--- config.mk ---
export PLATFORM = sky130hd
export DESIGN_NAME = regfile_bus_sequencer_flat
export DESIGN_NICKNAME = d
export VERILOG_FILES = /design/src/rtl/regfile_bus_sequencer_if.sv /design/src/rtl/regfile_bus_sequencer.sv /design/src/flat_wrapper.sv
export SDC_FILE = /design/constraint.sdc
export NUM_CORES = 1
export LEC_CHECK = 0
export BUFFER_PORTS_ARGS = -buffer_cell sky130_fd_sc_hd__clkbuf_2
export CAP_MARGIN = 20
export CELL_PAD_IN_SITES_DETAIL_PLACEMENT = 1
export CELL_PAD_IN_SITES_GLOBAL_PLACEMENT = 2
export CORE_MARGIN = 2
export CORE_UTILIZATION = 27
export CTS_BUF_LIST = sky130_fd_sc_hd__clkbuf_4
export CTS_CLUSTER_SIZE = 10
export DETAILED_ROUTE_END_ITERATION = 12
export GPL_TIMING_DRIVEN = 1
export PLACE_DENSITY_LB_ADDON = 0.1
export RECOVER_POWER = 100
export SLEW_MARGIN = 20
export SYNTH_ARGS = -nofsm -noshare
export SYNTH_HDL_FRONTEND = slang
export SYNTH_SLANG_ARGS = --single-unit
--- constraint.sdc ---
create_clock -name clk -period 1.6 [get_ports clk]
set_input_delay 0.16 -clock clk [delete_from_list [all_inputs] [get_ports clk]]
set_output_delay 0.16 -clock clk [all_outputs]
set_load 0.05 [all_outputs]
--- src/rtl/regfile_bus_sequencer_if.sv ---
// Command/bus interface for regfile_bus_sequencer.
//   Command side : cmd_valid/cmd_ready handshake carrying op, dst, src and imm.
//   Bus side     : bus_in is the sampled shared bus. reg_index, reg_rEn and
//                  reg_wEn strobe the register file. bus_load and bus_val
//                  control the bus driver.
//   Result side  : rsp_valid/rsp_data carry READ results. done pulses when a
//                  write completes.
// master = decode logic plus register file/bus driver; slave = sequencer.
interface regfile_bus_sequencer_if #(
   parameter int DATA_W = 16,
   parameter int IDX_W  = 4
);
   logic              cmd_valid;
   logic              cmd_ready;
   logic [1:0]        cmd_op;
   logic [IDX_W-1:0]  cmd_dst;
   logic [IDX_W-1:0]  cmd_src;
   logic [DATA_W-1:0] cmd_imm;
   logic [DATA_W-1:0] bus_in;
   logic [IDX_W-1:0]  reg_index;
   logic              reg_rEn;
   logic              reg_wEn;
   logic              bus_load;
   logic [DATA_W-1:0] bus_val;
   logic              rsp_valid;
   logic [DATA_W-1:0] rsp_data;
   logic              done;

   modport master (
      output cmd_valid, cmd_op, cmd_dst, cmd_src, cmd_imm, bus_in,
      input  cmd_ready, reg_index, reg_rEn, reg_wEn, bus_load, bus_val,
             rsp_valid, rsp_data, done
   );

   modport slave (
      input  cmd_valid, cmd_op, cmd_dst, cmd_src, cmd_imm, bus_in,
      output cmd_ready, reg_index, reg_rEn, reg_wEn, bus_load, bus_val,
             rsp_valid, rsp_data, done
   );
endinterface

--- src/rtl/regfile_bus_sequencer.sv ---
// regfile_bus_sequencer: expands one command at a time into register-file and
// bus-driver strobes. The register file and the bus driver never drive the
// shared bus in the same cycle.
//   clk   : system clock, rising edge
//   reset : synchronous active-low reset
//   bus   : slave side of regfile_bus_sequencer_if (command, strobes, result)
// Every output except cmd_ready comes from a flop. Each flop is loaded with the
// Moore decode of the next state, so its value lines up with the state it
// describes.
module regfile_bus_sequencer #(
   parameter int DATA_W = 16,
   parameter int IDX_W  = 4
) (
   input logic                    clk,
   input logic                    reset,
   regfile_bus_sequencer_if.slave bus
);
   typedef enum logic [2:0] {IDLE, RD, DRV, WR, RSP} state_t;
   typedef enum logic [1:0] {OP_LOADI, OP_MOVE, OP_READ, OP_CLEAR} op_t;

   state_t            state, state_nx;
   op_t               op, op_nx;
   logic [IDX_W-1:0]  dst, dst_nx, src, src_nx;
   logic [DATA_W-1:0] hold, hold_nx;

   logic [IDX_W-1:0]  index_nx;
   logic              ren_nx, wen_nx, load_nx, rsp_valid_nx, done_nx;
   logic [DATA_W-1:0] val_nx, rsp_data_nx;

   assign bus.cmd_ready = (state == IDLE) && reset;

   always_comb begin
      state_nx = state;
      op_nx    = op;
      dst_nx   = dst;
      src_nx   = src;
      hold_nx  = hold;
      unique case (state)
         IDLE: begin
            if (bus.cmd_valid && bus.cmd_ready) begin
               op_nx  = op_t'(bus.cmd_op);
               dst_nx = bus.cmd_dst;
               src_nx = bus.cmd_src;
               unique case (op_t'(bus.cmd_op))
                  OP_LOADI: begin hold_nx = bus.cmd_imm; state_nx = DRV; end
                  OP_CLEAR: begin hold_nx = '0;          state_nx = DRV; end
                  default:  state_nx = RD;
               endcase
            end
         end
         RD: begin
            // The register drives the bus during RD. Capture it at the closing edge.
            hold_nx  = bus.bus_in;
            state_nx = (op == OP_MOVE) ? DRV : RSP;
         end
         DRV:     state_nx = WR;
         WR:      state_nx = IDLE;
         RSP:     state_nx = IDLE;
         default: state_nx = IDLE;
      endcase

      // Output decode of the next state. reg_index, bus_val and rsp_data
      // keep their last values unless the next state defines them.
      index_nx     = bus.reg_index;
      val_nx       = bus.bus_val;
      rsp_data_nx  = bus.rsp_data;
      ren_nx       = 1'b0;
      wen_nx       = 1'b0;
      load_nx      = 1'b0;
      rsp_valid_nx = 1'b0;
      done_nx      = 1'b0;
      unique case (state_nx)
         RD: begin
            index_nx = src_nx;
            ren_nx   = 1'b1;
         end
         DRV: begin
            index_nx = dst_nx;
            load_nx  = 1'b1;
            val_nx   = hold_nx;
         end
         WR: begin
            index_nx = dst_nx;
            load_nx  = 1'b1;
            val_nx   = hold_nx;
            wen_nx   = 1'b1;
            done_nx  = 1'b1;
         end
         RSP: begin
            rsp_valid_nx = 1'b1;
            rsp_data_nx  = hold_nx;
         end
         default: ;
      endcase
   end

   always_ff @(posedge clk) begin
      if (!reset) begin
         state         <= IDLE;
         op            <= OP_LOADI;
         dst           <= '0;
         src           <= '0;
         hold          <= '0;
         bus.reg_index <= '0;
         bus.reg_rEn   <= 1'b0;
         bus.reg_wEn   <= 1'b0;
         bus.bus_load  <= 1'b0;
         bus.bus_val   <= '0;
         bus.rsp_valid <= 1'b0;
         bus.rsp_data  <= '0;
         bus.done      <= 1'b0;
      end else begin
         state         <= state_nx;
         op            <= op_nx;
         dst           <= dst_nx;
         src           <= src_nx;
         hold          <= hold_nx;
         bus.reg_index <= index_nx;
         bus.reg_rEn   <= ren_nx;
         bus.reg_wEn   <= wen_nx;
         bus.bus_load  <= load_nx;
         bus.bus_val   <= val_nx;
         bus.rsp_valid <= rsp_valid_nx;
         bus.rsp_data  <= rsp_data_nx;
         bus.done      <= done_nx;
      end
   end
endmodule
--- src/flat_wrapper.sv ---
// flat-port wrapper written by rule: the top's interface ports become plain ports
module regfile_bus_sequencer_flat 
#(
   parameter int DATA_W = 16,
   parameter int IDX_W  = 4
)
  (clk, reset, bus_cmd_valid, bus_cmd_op, bus_cmd_dst, bus_cmd_src, bus_cmd_imm, bus_bus_in, bus_cmd_ready, bus_reg_index, bus_reg_rEn, bus_reg_wEn, bus_bus_load, bus_bus_val, bus_rsp_valid, bus_rsp_data, bus_done);
  regfile_bus_sequencer_if #(.DATA_W(DATA_W), .IDX_W(IDX_W)) bus_i ();
  input logic clk;
  input logic reset;
  input wire logic [$bits(bus_i.cmd_valid)-1:0] bus_cmd_valid;
  input wire logic [$bits(bus_i.cmd_op)-1:0] bus_cmd_op;
  input wire logic [$bits(bus_i.cmd_dst)-1:0] bus_cmd_dst;
  input wire logic [$bits(bus_i.cmd_src)-1:0] bus_cmd_src;
  input wire logic [$bits(bus_i.cmd_imm)-1:0] bus_cmd_imm;
  input wire logic [$bits(bus_i.bus_in)-1:0] bus_bus_in;
  output wire logic [$bits(bus_i.cmd_ready)-1:0] bus_cmd_ready;
  output wire logic [$bits(bus_i.reg_index)-1:0] bus_reg_index;
  output wire logic [$bits(bus_i.reg_rEn)-1:0] bus_reg_rEn;
  output wire logic [$bits(bus_i.reg_wEn)-1:0] bus_reg_wEn;
  output wire logic [$bits(bus_i.bus_load)-1:0] bus_bus_load;
  output wire logic [$bits(bus_i.bus_val)-1:0] bus_bus_val;
  output wire logic [$bits(bus_i.rsp_valid)-1:0] bus_rsp_valid;
  output wire logic [$bits(bus_i.rsp_data)-1:0] bus_rsp_data;
  output wire logic [$bits(bus_i.done)-1:0] bus_done;
  assign bus_i.cmd_valid = bus_cmd_valid;
  assign bus_i.cmd_op = bus_cmd_op;
  assign bus_i.cmd_dst = bus_cmd_dst;
  assign bus_i.cmd_src = bus_cmd_src;
  assign bus_i.cmd_imm = bus_cmd_imm;
  assign bus_i.bus_in = bus_bus_in;
  assign bus_cmd_ready = bus_i.cmd_ready;
  assign bus_reg_index = bus_i.reg_index;
  assign bus_reg_rEn = bus_i.reg_rEn;
  assign bus_reg_wEn = bus_i.reg_wEn;
  assign bus_bus_load = bus_i.bus_load;
  assign bus_bus_val = bus_i.bus_val;
  assign bus_rsp_valid = bus_i.rsp_valid;
  assign bus_rsp_data = bus_i.rsp_data;
  assign bus_done = bus_i.done;
  regfile_bus_sequencer #(.DATA_W(DATA_W), .IDX_W(IDX_W)) u_core (.clk(clk), .reset(reset), .bus(bus_i));
endmodule
# After elaboration in Yosys (flattened, before gate mapping)
# Index checks and enable logic that the tools add are counted.
# op_classes
eq_ne	8
muxes	16
n_reduce_logical	8
# ops
op	count
16-bit one-hot mux with 2 select lines	2
16-bit 2-to-1 mux	1
4-bit 2-to-1 mux	4
3-bit by 2-bit == test with 1-bit output (second input constant)	3
3-bit one-hot mux with 3 select lines	1
4-bit one-hot mux with 2 select lines	1
3-bit by 1-bit == test with 1-bit output (second input constant)	2
3-bit 2-to-1 mux	2
1-bit 2-to-1 mux	4
2-bit OR reduction	2
3-bit == test (second input constant)	1
3-bit logical NOT	1
2-bit by 1-bit == test with 1-bit output (second input constant)	1
2-bit == test (second input constant)	1
1-bit logical AND	2
2-bit logical NOT	1
2-bit 2-to-1 mux	1
2-bit AND reduction	1
2-bit nonzero test	1
# word_totals
register_bits	69
inputBits	45
out_inout_bits	42
wordCells	44

# Logic depth before layout (Yosys ltp)
# Gate-level depths: netlist of the first run.
# logic_depth
ltp_word	8
mapped_depth	7

# Worst setup path after synthesis of the first run
# OpenSTA, ideal clock, no wires.
# synth_path
path_type	reg-to-reg
from	reg u_core.state[0]
to	reg u_core.bus.reg_index[2]
setup_ns	0.132
arrival_ns	1.616
setup_slack_ns	-0.148
stages_incl_launch_ff	8
path_buffers	3
cell_sequence	dfxtp_1 > or3_1 > buf_6 > or2_1 > buf_2 > buf_6 > a211oi_1 > o32ai_1
# synth_between
elab_chain_cells	8
word_cells_on_any_way	17
# synth_rtl
item	line_no	source
from (decl)	regfile_bus_sequencer.sv:21	state_t state, state_nx;
from (signal assigned)	regfile_bus_sequencer.sv:113	state <= state_nx;
3-bit logical NOT	regfile_bus_sequencer.sv:30, regfile_bus_sequencer.sv:38	
1-bit logical AND	regfile_bus_sequencer.sv:30	assign bus.cmd_ready = (state == IDLE) && reset;
1-bit logical AND	regfile_bus_sequencer.sv:40	if (bus.cmd_valid && bus.cmd_ready) begin
3-bit 2-to-1 mux	regfile_bus_sequencer.sv:40	
3-bit one-hot mux with 3 select lines	regfile_bus_sequencer.sv:38	unique case (state)
3-bit by 2-bit == test with 1-bit output	regfile_bus_sequencer.sv:72	unique case (state_nx)
2-bit OR reduction (no source line)	n/a	
4-bit one-hot mux with 2 select lines or 2-bit nonzero test (tied branches)	n/a	
to (signal assigned)	regfile_bus_sequencer.sv:118	bus.reg_index <= index_nx;
to (decl)	regfile_bus_sequencer_if.sv:37	output cmd_ready, reg_index, reg_rEn, reg_wEn, bus_load, bus_val,
# Parallel ways exist; a longest one is shown, timed or not.
# A chain may end at the register's enable or synchronous reset.

# Final worst setup path of the first run
# layout_path
from	reg u_core.state[2]
to	out bus_cmd_ready
# layout_between
elab_chain_cells	2
# layout_rtl
item	line_no	source
3-bit logical NOT	regfile_bus_sequencer.sv:30	
1-bit logical AND	regfile_bus_sequencer.sv:30	
to (decl)	flat_wrapper.sv:17	output wire logic [$bits(bus_i.cmd_ready)-1:0] bus_cmd_ready;
# No other way between the ends.

==> results of run 1 <==
cells in the mapped netlist (all sizes together):
cell and instances:
o31a 1, o31ai 1, ha 1, nor3b 1, a211oi 4, buf 11
a221oi 16, o211ai 4, inv 9, clkbuf 19, a21oi 36, or2 2
and2 2, mux2i 4, dfxtp 69, o21ai 66, o32ai 4, a31oi 2
nand2 29, nor3 6, nor2b 2, nor4bb 2, nor2 26, or3 2
nor4b 1
area by class of cell:
cell class                      instances  area share (%)
Timing Repair Buffer                  148            24.6
Multi-Input combinational cell        212            35.8
Clock buffer                            9            1.55
Inverter                                9           0.775
Clock inverter                          7            1.52
Tap cell                              136            3.90
Sequential cell                        69            31.8
timing repair:
item | CTS | global route
endpoints found under the hold margin | 11 | 0
pin swaps | 10 | 10
hold buffers | 11 | 0
setup endpoints to repair | 56 | 61
gates cloned | 2 | 3
setup buffers | 6 | 14
resized for setup | 40 | 40
sequential cells by signal (all words and copies together), names as in the netlist, 2 cells and up:
name and flops:
u_core.hold 16, u_core.state 3, u_core.op 2, u_core.bus.bus_val 16
u_core.bus.reg_index 4, u_core.bus.rsp_data 16, u_core.dst 4, u_core.src 4
worst paths after layout:
check | depth (start not counted) | end | startpoint
max | 4 | bus_cmd_ready | u_core.state[2]$_SDFF_PN0_
min | 3 | u_core.hold[12]$_SDFF_PN0_ | bus_cmd_imm[12]
max reg2reg | 5 | u_core.bus.reg_index[1]$_SDFFE_PN0P_ | u_core.state[2]$_SDFF_PN0_
min reg2reg | 2 | u_core.src[1]$_SDFF_PN0_ | u_core.src[1]$_SDFF_PN0_
power groups by stage:
stage	Clock [mW]	Sequential (mW)	Combinational, mW
3_5_place_dp	0	1.98	1.13
5_1_grt	1.24	1.97	1.46
3_3_place_gp	0	1.98	1.12
4_1_cts	1.18	1.95	1.26
6_report	1.15	1.95	1.37
2_1_floorplan	0	2.29	0.418
worst min-delay path: cells and delay by family:
family | cells | cell delay, ns
buf+inv | 1 | 0.10
simple gates | 1 | 0.08
compound gates | 1 | 0.07
cell families after synthesis:
logic type | after synthesis | synth area share, %
buffers and inverters | 39 | 6.46
multiplexers | 4 | 1.43
adder cells (fa/ha/maj) | 1 | 0.445
AND/OR/NAND/NOR | 73 | 12.0
AO/OA/AOI/OAI | 134 | 30.5
flip-flops | 69 | 49.2
cells in the final DEF, fill, tap and decap left out, types with 9 or more instances in the layout:
master / synthesis / layout
clkbuf_1: 19 / 39
dfxtp_1: 69 / 66
a21oi_2: 5 / 16
o21ai_0: 66 / 64
nor2_1: 26 / 22
dlygate4sd3_1: 0 / 11
clkbuf_2: 0 / 47
buf_6: 3 / 11
inv_1: 9 / 9
a21oi_1: 31 / 20
buf_4: 2 / 27
clkbuf_4: 0 / 9
nand2_1: 29 / 29
stage by stage:
step | TNS, ns | hold WS (ns) | std cells | worst slack [ns]
CTS | -3.12 | 0.00125 | 579 | -0.146
finish | -1.74 | 0.0171 | 590 | -0.126
global placement | -6.85 | 0.388 | 544 | -0.309
detailed placement | -8.01 | 0.387 | 544 | -0.312
floorplan | -1.48 | 0.269 | 320 | -0.0713
global route | -5.16 | 0.00779 | 590 | -0.195
metal layers:
metal / wire [um] / part of all wire, % / vias to the layer above / track usage [%]
met5: 0 / 0 / - / 0
met4: 154 / 1.5 / 0 / 5.08
met3: 275 / 2.6 / 14 / 3.37
met2: 5090 / 49 / 53 / 31.1
met1: 4860 / 47 / 1394 / 22.8
li1: - / - / 1407 / -
==> run metrics, run 1 <==
outcome=finished with violations; failing checks=setup timing; largest stage delay on the critical path=approximately 0.40 ns; Mean Syn Cell Area=between 8 and 9 sq um; Period minus WS final=1.73 ns; Comb pwr share=30.6%; Mapped Cells=320; Fmax=roughly 0.58 GHz; routability cong.=0.728; via count=~2900; clock network power share=25.7%; Synth cell types=30; area leader, netlist=dfxtp_1; DRC errors left=0; share of post-route cells with drive strength above 1=37.0%; CP Data Arrival Time=1.57 ns; Multi-input gate area=0.00156 sq mm; Initial Utilization=approximately 27%; Reg power frac=43.7%; die width=about 110 um; leakage=1.69 nW; row count=37; largest net degree at the start of global routing=40; Worst-path clk slew=between 0.1 and 0.15 ns; endpoints failing hold=0; nets=just under 500; nature of the critical path endpoint=output port; total of max-cap violations=0; Clk Latency, worst-skew pair=0.42 ns; drt wl/cell=about 18 um; Worst Path Required=roughly 1.4 ns; largest cells by area after synthesis=dfxtp_1 49%, o21ai_0 12%, a21oi_1 5.5%, a221oi_2 5.3%, nand2_1 3.9%; first-pass GRT wire length=approximately 16000 um; 1st-iter DRT viols=between 100 and 150; Global Route Usage Sum=18.0%; CTS H-tree lvls=3; CTS Root Cell=clkbuf_4; area share of the largest cell type after synthesis=between 40% and 50%; final instance area=approximately 0.0044 sq mm; clock skew=about 0.018 ns; die height=~110 um; crit path max-delay cell type=or3_4; P_int=approximately 2.8 mW; DIE AREA=between 0.01 and 0.015 sq mm; Filler cells=1205; drt via density=a little under 5; TritonCTS Buffers=9; Reg2Reg Setup Slack=-0.12 ns; family with the most delay on the worst path=simple AND/OR/NAND/NOR gates; CTS tree=built; first drt pass iteration count=5; final setup fails=38; DP Area=0.00359 sq mm; worst path bufs/invs=2; VDD IR-drop max=around 0.42 mV; switch share=36.8%; Setup WS post-layout=-0.126 ns; critical path launch point type=flip-flop; vias in the first global route=between 2000 and 3000; antenna violations before repair=0; Sequential cell area=0.00139 sq mm; register area share after synthesis=between 40% and 50%; Area Growth Syn to Fin=55.2%; PwrDens=1020 mW/mm^2; mapped cell area=0.00281 sq mm; fin crit share=108%; syn nets=366; CORE AREA=between 0.01 and 0.015 sq mm; # clock sinks=between 60 and 70; #FFs+latches synth=69; Psw=1.64 mW; number of synthesis warnings=0; Slew @ Worst Pin=around 0.61 ns; WL final=10400 um; Port Buffers=86; DPL Wire Length=6440 um; CP max FO=3; RSZ-0062 raised after global routing=yes; post-route ant nets=0; Pwr Total=4.46 mW; total congestion overflow=0; hold crit path type=primary input to flip-flop; # diodes=0; num ports=slightly below 90; Clock Tree Buf Depth=2; CP Cell Sequence=or3_4 > buf_6 > nor2_4 > buf_12; CP Class=flip-flop to output port; Rel. slew slack=59.8%; Slew Viols, Final=0; final core occ=between 40% and 50%
No activity file was read; power rests on OpenSTA's default activity.
==> inputs of run 2 (changes only) <==
Settings changed: CORE_MARGIN 2 to not set.
==> run metrics, run 2 (same netlist as run 1, synthesis figures left out) <==
1st-iter DRT viols=just over 70; most common cell after layout, fill and taps aside=dfxtp_1; largest net degree at the start of global routing=35; clock network power share=approximately 24%; fin crit share=110%; CP Cell Sequence=or3_4 > nor4b_4 > buf_6 > buf_8 > buf_6 > a221oi_4 > a21oi_1; die height=just over 100 um; failing checks=setup timing; antenna violations before repair=0; critical path launch point type=flip-flop; Worst-path clk slew=around 0.14 ns; final core occ=between 40% and 50%; post-route ant nets=0; Critical Path Most Common Cell=buf_6; DRC errors left=0; num ports=87; Worst Setup SP=u_core.state[0]$_SDFF_PN0_; Slew Viols, Final=0; worst path bufs/invs=3; CORE AREA=0.00991 sq mm; TritonCTS Buffers=9; WL final=approximately 10000 um; hold crit path type=primary input to flip-flop; Setup WS pre-CTS=-0.221 ns; vias in the first global route=about 3000; CTS tree=built; row count=36; Critical Path Sink=u_core.bus.bus_val[14]$_SDFFE_PN0P_; nature of the critical path endpoint=flip-flop; Clock Tree Buf Depth=2; Slew @ Worst Pin=roughly 0.62 ns; VDD IR-drop max=about 0.46 mV; CP max FO=6; Filler cells=between 1000 and 1500; routability cong.=between 0.7 and 0.8; largest stage delay on the critical path=just over 0.4 ns; leakage=roughly 1.7 nW; CP Data Arrival Time=2.12 ns; RSZ-0062 raised after global routing=yes; Comb pwr share=a little under a third; via count=approximately 2900; biggest regs=u_core.bus.bus_val x16, u_core.bus.rsp_data x16, u_core.hold x16; Pwr Total=roughly 4.4 mW; DP Area=0.00359 sq mm; CTS Root Cell=clkbuf_4; DPL Wire Length=~6300 um; Reg power frac=~44%; Reg-to-Reg Start=u_core.state[0]$_SDFF_PN0_; PwrDens=984 mW/mm^2; CP Class=flip-flop to flip-flop; switch share=approximately two fifths; # clock sinks=just under 70; die width=a little over 100 um; Area Growth Syn to Fin=60.8%; final instance area=between 0.004 and 0.005 sq mm; DIE AREA=around 0.011 sq mm; worst r2r dst=u_core.bus.bus_val[14]$_SDFFE_PN0P_; total of max-cap violations=0; Port Buffers=86; Reg2Reg Setup Slack=-0.15 ns; outcome=finished with violations; final hold slack=around 0.019 ns; CTS H-tree lvls=3; crit path max-delay cell type=or3_4; R2R depth=7; Worst Path Required=between 1.5 and 2 ns; Rel. slew slack=between 50% and 60%; clock skew=approximately 0.022 ns; non-filler cells, final=around 590; nets=about 500; first drt pass iteration count=4; drt via density=around 4.9; # diodes=0; Clk Latency, worst-skew pair=roughly 0.44 ns; final setup fails=47; placed cells=539; first-pass GRT wire length=between 15000 and 20000 um; drt wl/cell=about 18 um; Global Route Usage Sum=about a fifth; most frequent cells in the layout=67 x dfxtp_1, 52 x clkbuf_2, 38 x o21ai_0; Crit path depth=7; Fmax=around 0.57 GHz; endpoints failing hold=0; Period minus WS final=about 1.8 ns; P_int=between 2 and 3 mW; family with the most delay on the worst path=simple AND/OR/NAND/NOR gates; Psw=about 1.7 mW; Initial Utilization=28.3%; Fin Setup TNS=-3.28 ns; total congestion overflow=0; share of post-route cells with drive strength above 1=40.3%; Setup WS post-layout=-0.154 ns
run 2: final cells by class:
cell class	count	area, sq um	area share [%]
clock inverters	7	57.6	1.27
clock buffers	9	67.6	1.50
multi-input cells	212	1600	35.5
inverters	9	33.8	0.748
repair buffers	155	1200	26.7
flip-flops and latches	69	1380	30.6
well taps	133	166	3.68
run 2: power by group through the flow:
stage | Combinational, mW | Clock [mW] | Sequential (mW)
6_report | 1.40 | 1.08 | 1.96
3_3_place_gp | 1.13 | 0 | 1.98
3_5_place_dp | 1.14 | 0 | 1.97
5_1_grt | 1.50 | 1.18 | 1.97
2_1_floorplan | 0.418 | 0 | 2.29
4_1_cts | 1.32 | 1.11 | 1.94
run 2: layer usage:
metal  vias up  wire [um]  track usage (%)
li1       1422          -                -
met1      1402       4750             24.4
met2        60       5200             32.8
met3        10        372             3.95
met4         0        106             5.31
met5         -          0                0
run 2: worst min-delay path by stage:
stage / startpoint / slack, ns / endpoint / depth (start not counted)
5_1_grt: bus_cmd_dst[3] / 0.02 / u_core.dst[3]$_SDFF_PN0_ / 3
4_1_cts: bus_cmd_imm[13] / 0.002 / u_core.hold[13]$_SDFF_PN0_ / 3
6_report: bus_cmd_dst[3] / 0.02 / u_core.dst[3]$_SDFF_PN0_ / 3
3_3_place_gp: bus_cmd_op[1] / 0.39 / u_core.op[1]$_SDFFE_PN0P_ / 3
2_1_floorplan: bus_cmd_op[0] / 0.27 / u_core.op[0]$_SDFFE_PN0P_ / 2
3_5_place_dp: bus_cmd_op[0] / 0.38 / u_core.op[0]$_SDFFE_PN0P_ / 3
run 2: what timing repair did:
| action | 4_1_cts | 5_1_grt |
|---|---|---|
| setup endpoints to repair | 55 | 63 |
| endpoints found under the hold margin | 15 | 1 |
| hold buffers | 15 | 1 |
| resized for setup | 44 | 74 |
| buffers inserted | 13 | 12 |
| gates cloned | 4 | 3 |
| pin swaps | 3 | 17 |
run 2: tightest hold or removal path: cells and delay by family:
kind          cells  cell delay, ns
buf+inv           1            0.09
mux               1            0.07
simple gates      1            0.09
